===== config.mk =====
export PLATFORM = sky130hd
export DESIGN_NAME = door_passage_decoder
export DESIGN_NICKNAME = d
export VERILOG_FILES = /design/src/rtl/door_passage_decoder.sv
export SDC_FILE = /design/constraint.sdc
export NUM_CORES = 1
export LEC_CHECK = 0
export BUFFER_PORTS_ARGS = -buffer_cell sky130_fd_sc_hd__buf_2
export CELL_PAD_IN_SITES_DETAIL_PLACEMENT = 1
export CELL_PAD_IN_SITES_GLOBAL_PLACEMENT = 1
export CORE_MARGIN = 5
export CORE_UTILIZATION = 45
export DETAILED_ROUTE_END_ITERATION = 10
export HOLD_SLACK_MARGIN = 0.05
export PLACE_DENSITY = 0.86
export SLEW_MARGIN = 20
export SYNTH_ARGS = -nofsm -noshare
export SYNTH_HDL_FRONTEND = slang
export SYNTH_SLANG_ARGS = --single-unit

===== constraint.sdc =====
create_clock -name clock -period 2.8 [get_ports clock]
set_input_delay 0.56 -clock clock [delete_from_list [all_inputs] [get_ports clock]]
set_output_delay 0.56 -clock clock [all_outputs]
set_load 0.05 [all_outputs]

===== src/rtl/door_passage_decoder.sv =====
// door_passage_decoder: debounces the outer/inner doorway beams and decodes passage order into entered/exited/denied pulses.
// Optional macro BEAM_DEBOUNCE_EN enables the DEBOUNCE-edge filters; otherwise each beam is a single register.
module door_passage_decoder #(
    parameter int DEBOUNCE = 4,
    parameter int TIMEOUT  = 64
) (
    input  logic       clock,
    input  logic       reset,
    input  logic       beam_out,
    input  logic       beam_in,
    input  logic       entry_lock,
    input  logic       exit_lock,
    output logic       entered,
    output logic       exited,
    output logic       denied,
    output logic       fault,
    output logic       busy,
    output logic [2:0] state_dbg
);
    // 4-bit state: DENY and FAULT both show 7 on state_dbg, told apart by the fault output.
    typedef enum logic [3:0] {
        IDLE  = 4'd0,
        ENT1  = 4'd1,
        ENT2  = 4'd2,
        ENT3  = 4'd3,
        EXT1  = 4'd4,
        EXT2  = 4'd5,
        EXT3  = 4'd6,
        DENY  = 4'd7,
        FAULT = 4'd15
    } state_t;

    localparam int TW = $clog2(TIMEOUT + 1);

    if (DEBOUNCE < 1 || TIMEOUT < 1) begin : g_bad_params
        $error("DEBOUNCE and TIMEOUT must be at least 1");
    end

    state_t        state_q, state_d;
    logic [TW-1:0] tmo_q, tmo_d;
    logic [1:0]    raw, filt_q, filt_d;
    logic          entered_q, entered_d, exited_q, exited_d, denied_q, denied_d;
    logic          passage;

    assign raw = {beam_out, beam_in};

`ifdef BEAM_DEBOUNCE_EN
    localparam int DW = $clog2(DEBOUNCE + 1);
    logic [DW-1:0] cnt_q [2];
    logic [DW-1:0] cnt_d [2];

    always_comb begin
        filt_d = filt_q;
        for (int i = 0; i < 2; i++) begin
            cnt_d[i] = '0;
            if (raw[i] != filt_q[i]) begin
                if (cnt_q[i] == DW'(DEBOUNCE - 1)) filt_d[i] = raw[i];
                else cnt_d[i] = cnt_q[i] + 1'b1;
            end
        end
    end

    always_ff @(posedge clock or posedge reset) begin
        if (reset) begin
            cnt_q[0] <= '0;
            cnt_q[1] <= '0;
        end else begin
            cnt_q <= cnt_d;
        end
    end
`else
    assign filt_d = raw;
`endif

    assign passage = (state_q != IDLE) && (state_q != DENY) && (state_q != FAULT);

    always_comb begin
        state_d   = state_q;
        entered_d = 1'b0;
        exited_d  = 1'b0;
        denied_d  = 1'b0;
        case (state_q)
            IDLE: begin
                if (filt_q == 2'b10) begin
                    state_d  = entry_lock ? DENY : ENT1;
                    denied_d = entry_lock;
                end else if (filt_q == 2'b01) begin
                    state_d  = exit_lock ? DENY : EXT1;
                    denied_d = exit_lock;
                end else if (filt_q == 2'b11) begin
                    state_d = FAULT;
                end
            end
            ENT1: state_d = filt_q == 2'b11 ? ENT2 : filt_q == 2'b00 ? IDLE : filt_q == 2'b01 ? FAULT : ENT1;
            ENT2: state_d = filt_q == 2'b01 ? ENT3 : filt_q == 2'b10 ? ENT1 : filt_q == 2'b00 ? FAULT : ENT2;
            ENT3: begin
                state_d   = filt_q == 2'b00 ? IDLE : filt_q == 2'b11 ? ENT2 : filt_q == 2'b10 ? FAULT : ENT3;
                entered_d = filt_q == 2'b00;
            end
            EXT1: state_d = filt_q == 2'b11 ? EXT2 : filt_q == 2'b00 ? IDLE : filt_q == 2'b10 ? FAULT : EXT1;
            EXT2: state_d = filt_q == 2'b10 ? EXT3 : filt_q == 2'b01 ? EXT1 : filt_q == 2'b00 ? FAULT : EXT2;
            EXT3: begin
                state_d  = filt_q == 2'b00 ? IDLE : filt_q == 2'b11 ? EXT2 : filt_q == 2'b01 ? FAULT : EXT3;
                exited_d = filt_q == 2'b00;
            end
            DENY, FAULT: state_d = filt_q == 2'b00 ? IDLE : state_q;
            default: state_d = IDLE;
        endcase
        // A stalled passage faults on its TIMEOUT-th cycle in the same state, dropping any completion.
        if (passage && tmo_q == TW'(TIMEOUT - 1)) begin
            state_d   = FAULT;
            entered_d = 1'b0;
            exited_d  = 1'b0;
        end
        tmo_d = (passage && state_d == state_q) ? tmo_q + 1'b1 : '0;
    end

    always_ff @(posedge clock or posedge reset) begin
        if (reset) begin
            state_q   <= IDLE;
            tmo_q     <= '0;
            filt_q    <= '0;
            entered_q <= 1'b0;
            exited_q  <= 1'b0;
            denied_q  <= 1'b0;
        end else begin
            state_q   <= state_d;
            tmo_q     <= tmo_d;
            filt_q    <= filt_d;
            entered_q <= entered_d;
            exited_q  <= exited_d;
            denied_q  <= denied_d;
        end
    end

    assign entered   = entered_q;
    assign exited    = exited_q;
    assign denied    = denied_q;
    assign fault     = state_q == FAULT;
    assign busy      = state_q != IDLE;
    assign state_dbg = state_q[2:0];
endmodule

==> results of run 1 <==
## power by group through the flow
| stage | Sequential (mW) | Clock, mW | Combinational (mW) |
|---|---|---|---|
| 2_1_floorplan | 0.323 | 0 | 0.773 |
| 3_3_place_gp | 0.363 | 0 | 0.796 |
| 3_5_place_dp | 0.374 | 0 | 0.818 |
| 4_1_cts | 0.369 | 0.159 | 0.823 |
| 5_1_grt | 0.379 | 0.169 | 0.887 |
| 6_report | 0.369 | 0.154 | 0.820 |
## worst register-to-register path: cells and delay by family, from the launching register on
family | cells | cell delay (ns)
AO/OA/AOI/OAI | 2 | 0.45
adder cells (fa/ha/maj) | 1 | 0.36
buffers and inverters | 1 | 0.15
flip-flops | 1 | 0.51
multiplexers | 1 | 0.32
AND/OR/NAND/NOR | 2 | 0.74
## cells by family after synthesis
logic type | synth area share, %
fa+ha+maj | 7.82
flops | 31.3
mux | 3.32
buf+inv | 8.11
xor+xnor | 2.74
compound gates | 17.4
simple gates | 29.3
## layout make-up
type                    instances  area share, %
clock buffers                   4           2.66
repair buffers                 15           5.87
flip-flops and latches         16           29.3
well taps                      31           2.84
multi-input cells              97           56.8
inverters                       9           2.47
## layout by cell type (no fill, tap or decap), drive strengths merged, types with 2 or more instances in the layout
cell     instances
o31a             2
o22ai            2
nand3            5
o2bb2ai          2
nand2b           2
inv              9
nor4b            2
nor4             5
nand2           11
buf             15
ha               8
clkbuf           4
dfrtp           16
xnor2            3
and3             3
nor3b            3
and2             2
mux2i            2
nor2             9
nor3             7
o21ai            2
a21oi            5
mux2             2
## metal layers
| layer | track usage (%) | up-vias |
|---|---|---|
| met4 | 7.79 | 0 |
| met1 | 20.0 | 516 |
| li1 | - | 492 |
| met5 | 0 | - |
| met2 | 27.0 | 22 |
| met3 | 2.84 | 8 |
## worst max-delay path by stage
stage	end	slack, ns	cells past startpoint	from
6_report	tmo_q[0]	0.20	7	filt_q[0]
5_1_grt	tmo_q[4]	0.01	8	filt_q[0]
4_1_cts	tmo_q[0]	0.22	7	filt_q[0]
3_3_place_gp	tmo_q[0]	0.38	8	filt_q[0]
2_1_floorplan	tmo_q[1]	0.51	9	filt_q[0]
3_5_place_dp	tmo_q[2]	0.26	8	filt_q[0]
## flip-flops by register name, indices dropped and copies added, names as in the netlist
signal,flops
state_q,4
exited,1
entered,1
filt_q,2
denied,1
tmo_q,7
## stage by stage
step / hold WS (ns) / util, % / cell area [um2]
after global routing: 0.368 / 49.9 / 1370
after global placement: 0.500 / 48.6 / 1330
final: 0.322 / 49.9 / 1370
after detailed placement: 0.512 / 48.6 / 1330
after floorplan: 0.474 / - / 1280
after CTS: 0.354 / 49.9 / 1370
==> metrics.md, run 1 <==
| Metric | Value |
|---|---|
| Synth area leader | dfrtp_1 |
| Net Count, Synth | 145 |
| Mean routed wirelength per cell | 17.8 um |
| Mapped cell area | 1280 um2 |
| Worst-Margin Slew | 0.603 ns |
| Top Layer Used | met4 |
| WS Path Type | flip-flop to flip-flop |
| H-tree depth | 1 |
| Warnings, synthesis | 0 |
| Crit-path cells | inv_1 -> ha_1 -> mux2_2 -> a22o_1 -> nor4_1 -> o22ai_4 -> nor4b_2 |
| Total number of vias | 1038 |
| Sw Pwr | 0.675 mW |
| Die Ht | 63.3 um |
| Slowest stage delay, CP | 0.51 ns |
| Register area share after synthesis | 31.3% |
| Clock tree buffer depth | 2 |
| Cells after synthesis | 131 |
| Cell Count, Final, Fillers Out | 172 |
| Worst Setup End Kind | flip-flop |
| Setup crit start kind | flip-flop |
| Worst R2R Setup Slack | 0.20 ns |
| Avg Inst Size Synth | 9.77 um2 |
| Ratio of cells with drive above 1 in the final layout | 26.2% |
| Gate power share | 61.1% |
| Min cycle time layout | 2.60 ns |
| Fin Setup TNS | 0 ns |
| PwrDens | 984 nW/um2 |
| Synth top area share | 31.3% |
| Pins Over Slew Limit | 0 |
| Sw frac | 50.2% |
| Initial core utilization | 46.8% |
| Largest net degree at the start of global routing | 17 |
| Placed insts | 168 |
| Synth area leaders | dfrtp_1 31%, ha_1 7.8%, nor4_4 5.0% |
| Met2 WL post-DR | 1.51 mm |
| Sequential cell fraction of total power | 27.5% |
| Die Wd | 63.3 um |
| Initial DRT Pass Iterations | 4 |
| Clk root buf | clkbuf_4 |
| Clk Latency, worst-skew pair | 0.29 ns |
| TritonCTS clock tree | yes |
| Crit path max fanout | 11 |
| Filler cells | 315 |
| Gr usage total | 16.2% |
| Worst reg2reg startpoint | filt_q[0] |
| Setup violators final | 0 |
| Status | finished, final reports clean |
| Post-CTS Resized | 0 |
| CP Buf/Inv Count | 1 |
| Gpl congestion | 0.832 |
| Post-route clock period utilization | 92.9% |
| Hold Vio Cnt, Final | 0 |
| R2r endpoint | tmo_q[0] |
| Int Power | 0.668 mW |
| GRT overflow | 0 |
| Top cell family by delay on the critical path | simple AND/OR/NAND/NOR gates |
| Total power | 1.34 mW |
| Peak supply drop | 0.630 mV |
| HPWL Detailed | 2.35 mm |
| Core ar. | 2730 um2 |
| Violation count after the first detailed-route iteration | 33 |
| Hold_buf cts | 0 |
| Worst-path clk slew | 0.10 ns |
| Clk sink count | 16 |
| Post-CTS setup buffer count | 0 |
| Clk_skew | 0.00555 ns |
| Multi-input gate area | 776 um2 |
| Synth cell count leaders | 16 x dfrtp_1, 11 x nand2_1, 9 x nor2_1 |
| Top_reg_cell synth | dfrtp_1 |
| Cell with the most instances after synthesis | dfrtp_1 |
| Final WL | 3.07 mm |
| Post-Place Setup Slack | 0.259 ns |
| Ys async rst share | 100% |
| Met3 wire length | 103 um |
| Number of buffers created by CTS | 3 |
| Vias in the first global route | 1154 |
| Post-synthesis register bit count | 16 |
| Vias per cell | 6.03 |
| Number of synthesized flops with an enable pin | 0 |
| Hold Path Class | input pin to async pin |
| IO buf count | 13 |
| Crit-path slowest cell | dfrtp_1 |
| First-pass GRT wire length | 5.25 mm |
| Worst Reg-to-Reg Cells | 7 |
| Slew HR | 59.7% |
| Leak | 0.619 nW |
| Max Cap Viol | 0 |
| Initial antenna violation count | 0 |
| Worst EP arrival | 2.80 ns |
| Area growth, synth to finish | 6.65% |
| Ant diodes | 0 |
| Critical Path RT | 3.00 ns |
| Peak Freq | 0.385 GHz |
| Clk pwr share | 11.5% |
| DRT met1 WL | 1.40 mm |
| DRC | 0 |
| IO Pins | 14 |
| FF+latch area | 400 um2 |
| Site row count | 19 |
| Final worst slack | 0.200 ns |
| Synth cell types | 53 |
| Post-route ant nets | 0 |
| Unrepaired setup endpoints after global routing | no |
| NumNets Final | 156 |
| Die ar. | 4010 um2 |
Power figures use the tool's default switching activity.
==> run 2, diff against run 1 <==
--- a/config.mk
+++ b/config.mk
@@ -12,7 +12,7 @@
 export CORE_UTILIZATION = 45
 export DETAILED_ROUTE_END_ITERATION = 10
 export HOLD_SLACK_MARGIN = 0.05
-export PLACE_DENSITY = 0.86
+export PLACE_DENSITY_LB_ADDON = 0.15
 export SLEW_MARGIN = 20
 export SYNTH_ARGS = -nofsm -noshare
 export SYNTH_HDL_FRONTEND = slang
==> run 2 against run 1 <==
Effect of this change: first-iteration DRC count down 24%; sequential power down 3%; power down 2.4%; largest power group unchanged.
==> metrics.md, run 2 (synthesis results as in run 1) <==
| Metric | Value |
|---|---|
| Most common cell after layout, fill and taps aside | dfrtp_1 |
| Top Layer Used | met4 |
| Fin Setup TNS | 0 ns |
| Clk sink count | 16 |
| Clk root buf | clkbuf_4 |
| Post-CTS Resized | 0 |
| Vias per cell | 5.73 |
| Hold Vio Cnt, Final | 0 |
| Critical Path RT | 2.99 ns |
| Ratio of cells with drive above 1 in the final layout | 26.2% |
| WS Path Type | flip-flop to flip-flop |
| Area after DPL | 1340 um2 |
| Slowest stage delay, CP | 0.47 ns |
| Peak supply drop | 0.698 mV |
| Biggest regs | tmo_q: 7 flops, state_q: 4 flops, filt_q: 2 flops |
| NumNets Final | 157 |
| Max Cap Viol | 0 |
| Final WL | 3.01 mm |
| H-tree depth | 1 |
| DRT met1 WL | 1.44 mm |
| Die ar. | 4010 um2 |
| Worst EP arrival | 2.72 ns |
| PwrDens | 965 nW/um2 |
| Clk Latency, worst-skew pair | 0.28 ns |
| Core ar. | 2730 um2 |
| Setup violators final | 0 |
| Status | finished, final reports clean |
| Top reg by flops | tmo_q |
| Post-route ant nets | 0 |
| TritonCTS clock tree | yes |
| Clock tree buffer depth | 2 |
| Post-CTS setup buffer count | 0 |
| Pins Over Slew Limit | 0 |
| Worst-Margin Slew | 0.594 ns |
| Slew HR | 60.3% |
| Initial DRT Pass Iterations | 4 |
| Largest net degree at the start of global routing | 17 |
| Crit-path cells | inv_1 -> ha_1 -> mux2_2 -> a22o_1 -> nor2_1 -> and3_4 -> a211oi_4 -> nor4b_2 |
| Gpl congestion | 0.846 |
| Total number of vias | 985 |
| Peak Freq | 0.395 GHz |
| Area growth, synth to finish | 6.16% |
| Unrepaired setup endpoints after global routing | no |
| Clk_skew | 0.00204 ns |
| Hold_buf cts | 0 |
| Violation count after the first detailed-route iteration | 25 |
| Leak | 0.617 nW |
| IO Pins | 14 |
| Min cycle time layout | 2.53 ns |
| Worst Setup End Kind | flip-flop |
| Initial core utilization | 46.8% |
| Met2 WL post-DR | 1.44 mm |
| Ant diodes | 0 |
| Met3 wire length | 119 um |
| Die Wd | 63.3 um |
| Crit-path slowest cell | dfrtp_1 |
| HPWL Detailed | 2.43 mm |
| Worst-path clk slew | 0.09 ns |
| Hold Path Class | input pin to async pin |
| Die Ht | 63.3 um |
| DRC | 0 |
| Gr usage total | 16.0% |
| First-pass GRT wire length | 5.25 mm |
| Initial antenna violation count | 0 |
| GRT overflow | 0 |
| Post-route clock period utilization | 90.5% |
| Mean routed wirelength per cell | 17.5 um |
| Site row count | 19 |
| Cell area after layout | 1360 um2 |
| Max FFs per register | 7 |
| IO buf count | 13 |
| Most frequent cells in the layout | 16 x dfrtp_1, 13 x buf_2, 11 x nand2_1 |
| Vias in the first global route | 1073 |
| Number of buffers created by CTS | 3 |
| Setup crit start kind | flip-flop |
| Crit path max fanout | 11 |
## run 2: area by class of cell
| cell class | instances | area (um2) |
|---|---|---|
| Timing Repair Buffer | 16 | 87.6 |
| Tap cell | 31 | 38.8 |
| Fill cell | 323 | 1380 |
| Inverter | 9 | 33.8 |
| Sequential cell | 16 | 400 |
| Clock buffer | 3 | 22.5 |
| Multi-Input combinational cell | 97 | 776 |
## run 2: worst paths after layout
kind	from	end	slack, ns	cells past startpoint
setup / recovery	filt_q[0]	tmo_q[0]	0.27	8
setup reg to reg	filt_q[0]	tmo_q[0]	0.27	8
min in group clock	beam_out	filt_q[1]	0.38	1
hold reg to reg	tmo_q[0]	tmo_q[0]	0.53	1
hold / removal	reset	tmo_q[0]	0.33	2
max in group asynchronous	reset	filt_q[0]	2.08	2
## run 2: through the flow
step | hold slack (ns) | setup WS (ns) | power (mW) | instances | utilization [%]
final | 0.329 | 0.267 | 1.31 | 172 | 49.7
after floorplan | 0.474 | 0.512 | 1.10 | 131 | -
after detailed placement | 0.512 | 0.306 | 1.20 | 169 | 48.9
after CTS | 0.359 | 0.289 | 1.32 | 172 | 49.7
after global routing | 0.364 | 0.0121 | 1.41 | 172 | 49.7
after global placement | 0.522 | 0.393 | 1.18 | 169 | 48.9
## run 2: worst max-delay path: cells and delay by family (launching register included)
kind | cells | cell delay, ns
fa+ha+maj | 1 | 0.36
simple gates | 3 | 0.82
compound gates | 2 | 0.34
flops | 1 | 0.47
mux | 1 | 0.32
buf+inv | 1 | 0.13
## run 2: layer usage
layer | GRT usage [%] | vias to the layer above
li1 | - | 490
met1 | 21.1 | 476
met2 | 26.9 | 17
met3 | 3.91 | 2
met4 | 2.34 | 0
met5 | 0 | -
## run 2: power breakdown
part | internal (mW) | switching, mW | leakage, nW | total, mW
Sequential | 0.266 | 0.0922 | 0.213 | 0.358
Clock | 0.0499 | 0.0679 | 0.0138 | 0.118
Combinational | 0.332 | 0.503 | 0.390 | 0.835
Total | 0.648 | 0.663 | 0.617 | 1.31
==> run 3, diff against run 2 <==
--- a/config.mk
+++ b/config.mk
@@ -5,12 +5,12 @@
 export SDC_FILE = /design/constraint.sdc
 export NUM_CORES = 1
 export LEC_CHECK = 0
+export ABC_AREA = 1
 export BUFFER_PORTS_ARGS = -buffer_cell sky130_fd_sc_hd__buf_2
-export CELL_PAD_IN_SITES_DETAIL_PLACEMENT = 1
-export CELL_PAD_IN_SITES_GLOBAL_PLACEMENT = 1
 export CORE_MARGIN = 5
-export CORE_UTILIZATION = 45
+export CORE_UTILIZATION = 57
 export DETAILED_ROUTE_END_ITERATION = 10
+export GPL_TIMING_DRIVEN = 0
 export HOLD_SLACK_MARGIN = 0.05
 export PLACE_DENSITY_LB_ADDON = 0.15
 export SLEW_MARGIN = 20
==> run 3 against run 2 <==
Effect of this change: critical path depth up 4; first-iteration DRC count up 52%; combinational power down 7.3%; core utilization up 18 points; fmax up 18%; via count up 18%; hold slack worse by 0.013 ns; clock skew up 0.0052 ns; non-clock buffer count up 1; largest cell class unchanged.
==> metrics.md, run 3 <==
| Metric | Value |
|---|---|
| Status | finished, final reports clean |
| Min cycle time layout | 2.14 ns |
| Cells after synthesis | 172 |
| Ratio of cells with drive above 1 in the final layout | 20.1% |
| Vias in the first global route | 1085 |
| Most frequent cells in the layout | 36 x nand2_1, 31 x nor2_1, 22 x nand3_1 |
| Area growth, synth to finish | 11.1% |
| HPWL Detailed | 2.10 mm |
| Cell area after layout | 1360 um2 |
| Final WL | 2.64 mm |
| Peak Freq | 0.466 GHz |
| Post-CTS Resized | 0 |
| Worst-path clk slew | 0.09 ns |
| Initial core utilization | 61.1% |
| PwrDens | 930 nW/um2 |
| Synth cell types | 25 |
| Number of buffers created by CTS | 3 |
| Crit path max fanout | 9 |
| Ant diodes | 0 |
| Post-route clock period utilization | 76.6% |
| Top Layer Used | met4 |
| Top reg by flops | tmo_q |
| Mean routed wirelength per cell | 12.2 um |
| Register area share after synthesis | 32.8% |
| Unrepaired setup endpoints after global routing | no |
| Leak | 0.781 nW |
| Post-Place Setup Slack | 0.697 ns |
| Synth area leader | dfrtp_1 |
| Total number of vias | 1162 |
| Post-CTS setup buffer count | 0 |
| Die Wd | 56.3 um |
| Worst-Margin Slew | 0.579 ns |
| IO Pins | 14 |
| Initial antenna violation count | 0 |
| Initial DRT Pass Iterations | 4 |
| Worst reg2reg startpoint | filt_q[0] |
| Synth area leaders | dfrtp_1 33%, nand2_1 11%, nor2_1 9.5% |
| Worst setup path startpoint | filt_q[0] |
| Synth cell count leaders | 36 x nand2_1, 31 x nor2_1, 22 x nand3_1 |
| Cell with the most instances after synthesis | nand2_1 |
| Setup crit start kind | flip-flop |
| WS Path Type | flip-flop to flip-flop |
| Most common cell after layout, fill and taps aside | nand2_1 |
| First-pass GRT wire length | 4.69 mm |
| Site row count | 16 |
| Biggest regs | tmo_q: 7 flops, state_q: 4 flops, filt_q: 2 flops |
| Number of synthesized flops with an enable pin | 0 |
| Clk root buf | clkbuf_4 |
| Met2 WL post-DR | 1.22 mm |
| Worst Setup End Kind | flip-flop |
| Final Util | 67.8% |
| Ys async rst share | 100% |
| Net Count, Synth | 186 |
| Post-synthesis register bit count | 16 |
| TritonCTS clock tree | yes |
| Hold_buf cts | 0 |
| Largest net degree at the start of global routing | 17 |
| Post-route ant nets | 0 |
| Gpl congestion | 0.930 |
| Die ar. | 3170 um2 |
| Met3 wire length | 266 um |
| Worst EP arrival | 2.36 ns |
| Hold Path Class | input pin to async pin |
| Die Ht | 56.3 um |
| NumNets Final | 204 |
| Pins Over Slew Limit | 0 |
| Fin Setup TNS | 0 ns |
| Top_reg_cell synth | dfrtp_1 |
| Warnings, synthesis | 0 |
| Peak supply drop | 0.692 mV |
| Final worst slack | 0.655 ns |
| Setup violators final | 0 |
| Synth top area share | 32.8% |
| Max FFs per register | 7 |
| Hold Vio Cnt, Final | 0 |
| Clock tree buffer depth | 2 |
| Slew HR | 61.3% |
| Clk sink count | 16 |
| Avg Inst Size Synth | 7.11 um2 |
| Core ar. | 2000 um2 |
| Vias per cell | 5.38 |
| Violation count after the first detailed-route iteration | 38 |
| IO buf count | 13 |
| Area after DPL | 1320 um2 |
| H-tree depth | 1 |
| Gr usage total | 18.4% |
| Clk_skew | 0.00723 ns |
| DRC | 0 |
| Max Cap Viol | 0 |
| Critical Path RT | 3.01 ns |
| Mapped cell area | 1220 um2 |
| GRT overflow | 0 |
| DRT met1 WL | 1.14 mm |
| Clk Latency, worst-skew pair | 0.28 ns |
[run 3: cell types whose count changed after synthesis, moves of 4 or more]
cell,delta
inv_1,+12
a21oi_1,-4
nor3_1,-6
nor2_1,+22
nor2_2,+7
nand2_2,+4
nand2_1,+25
nand4_1,+4
nand3_1,+17
[run 3: layout make-up]
class / instances / area (um2)
Multi-Input combinational cell: 131 / 709
Timing Repair Buffer: 13 / 65.1
Sequential cell: 16 / 400
Inverter: 21 / 78.8
Clock buffer: 4 / 36.3
Buffer: 4 / 33.8
Fill cell: 184 / 644
Tap cell: 27 / 33.8
[run 3: report_power, final]
part           leakage [nW]  switching [mW]  total, mW  internal, mW
Sequential            0.212          0.0701      0.339         0.269
Clock                0.0210          0.0696      0.149        0.0791
Combinational         0.548           0.532      0.774         0.242
[run 3: logic make-up (layout without fill, tap and decap cells)]
logic type / after synthesis / in the layout / share of synthesized area, %
buffers and inverters: 25 / 42 / 9.21
and+or+nand+nor: 112 / 112 / 43.4
xor gates and xnor gates: 5 / 5 / 3.58
adders and majority gates: 8 / 8 / 8.19
DFF: 16 / 16 / 32.8
AOI/OAI and AO/OA: 6 / 6 / 2.87
[run 3: metal layers]
metal / track usage [%] / vias to the layer above
met5: 0 / -
met4: 5.08 / 0
met3: 5.05 / 2
met2: 29.0 / 51
met1: 24.9 / 527
li1: - / 582
[run 3: through the flow]
stage | hold slack [ns] | std cells | total power, mW
6_report | 0.316 | 216 | 1.26
5_1_grt | 0.350 | 216 | 1.36
4_1_cts | 0.328 | 216 | 1.26
3_5_place_dp | 0.457 | 212 | 1.11
3_3_place_gp | 0.450 | 212 | 1.09
2_1_floorplan | 0.433 | 172 | 0.945
[run 3: worst paths after layout]
check | to | slack, ns | cells after the start
worst max-delay path | tmo_q[2] | 0.66 | 12
worst min-delay path | tmo_q[4] | 0.32 | 2
worst max register to register | tmo_q[2] | 0.66 | 12
worst min register to register | tmo_q[0] | 0.46 | 1
max in group asynchronous | tmo_q[1] | 2.10 | 2
min in group clock | filt_q[0] | 0.38 | 1
[run 3: worst max-delay path: stages (launching register included)]
cell,delay [ns]
dfrtp_1,0.48
inv_1,0.16
ha_1,0.28
inv_1,0.14
o21ai_0,0.20
nor2_1,0.07
nor2_1,0.16
nand4_1,0.11
nand2_1,0.09
nand2_1,0.06
nor2_2,0.09
nand2_2,0.12
nor2_1,0.12
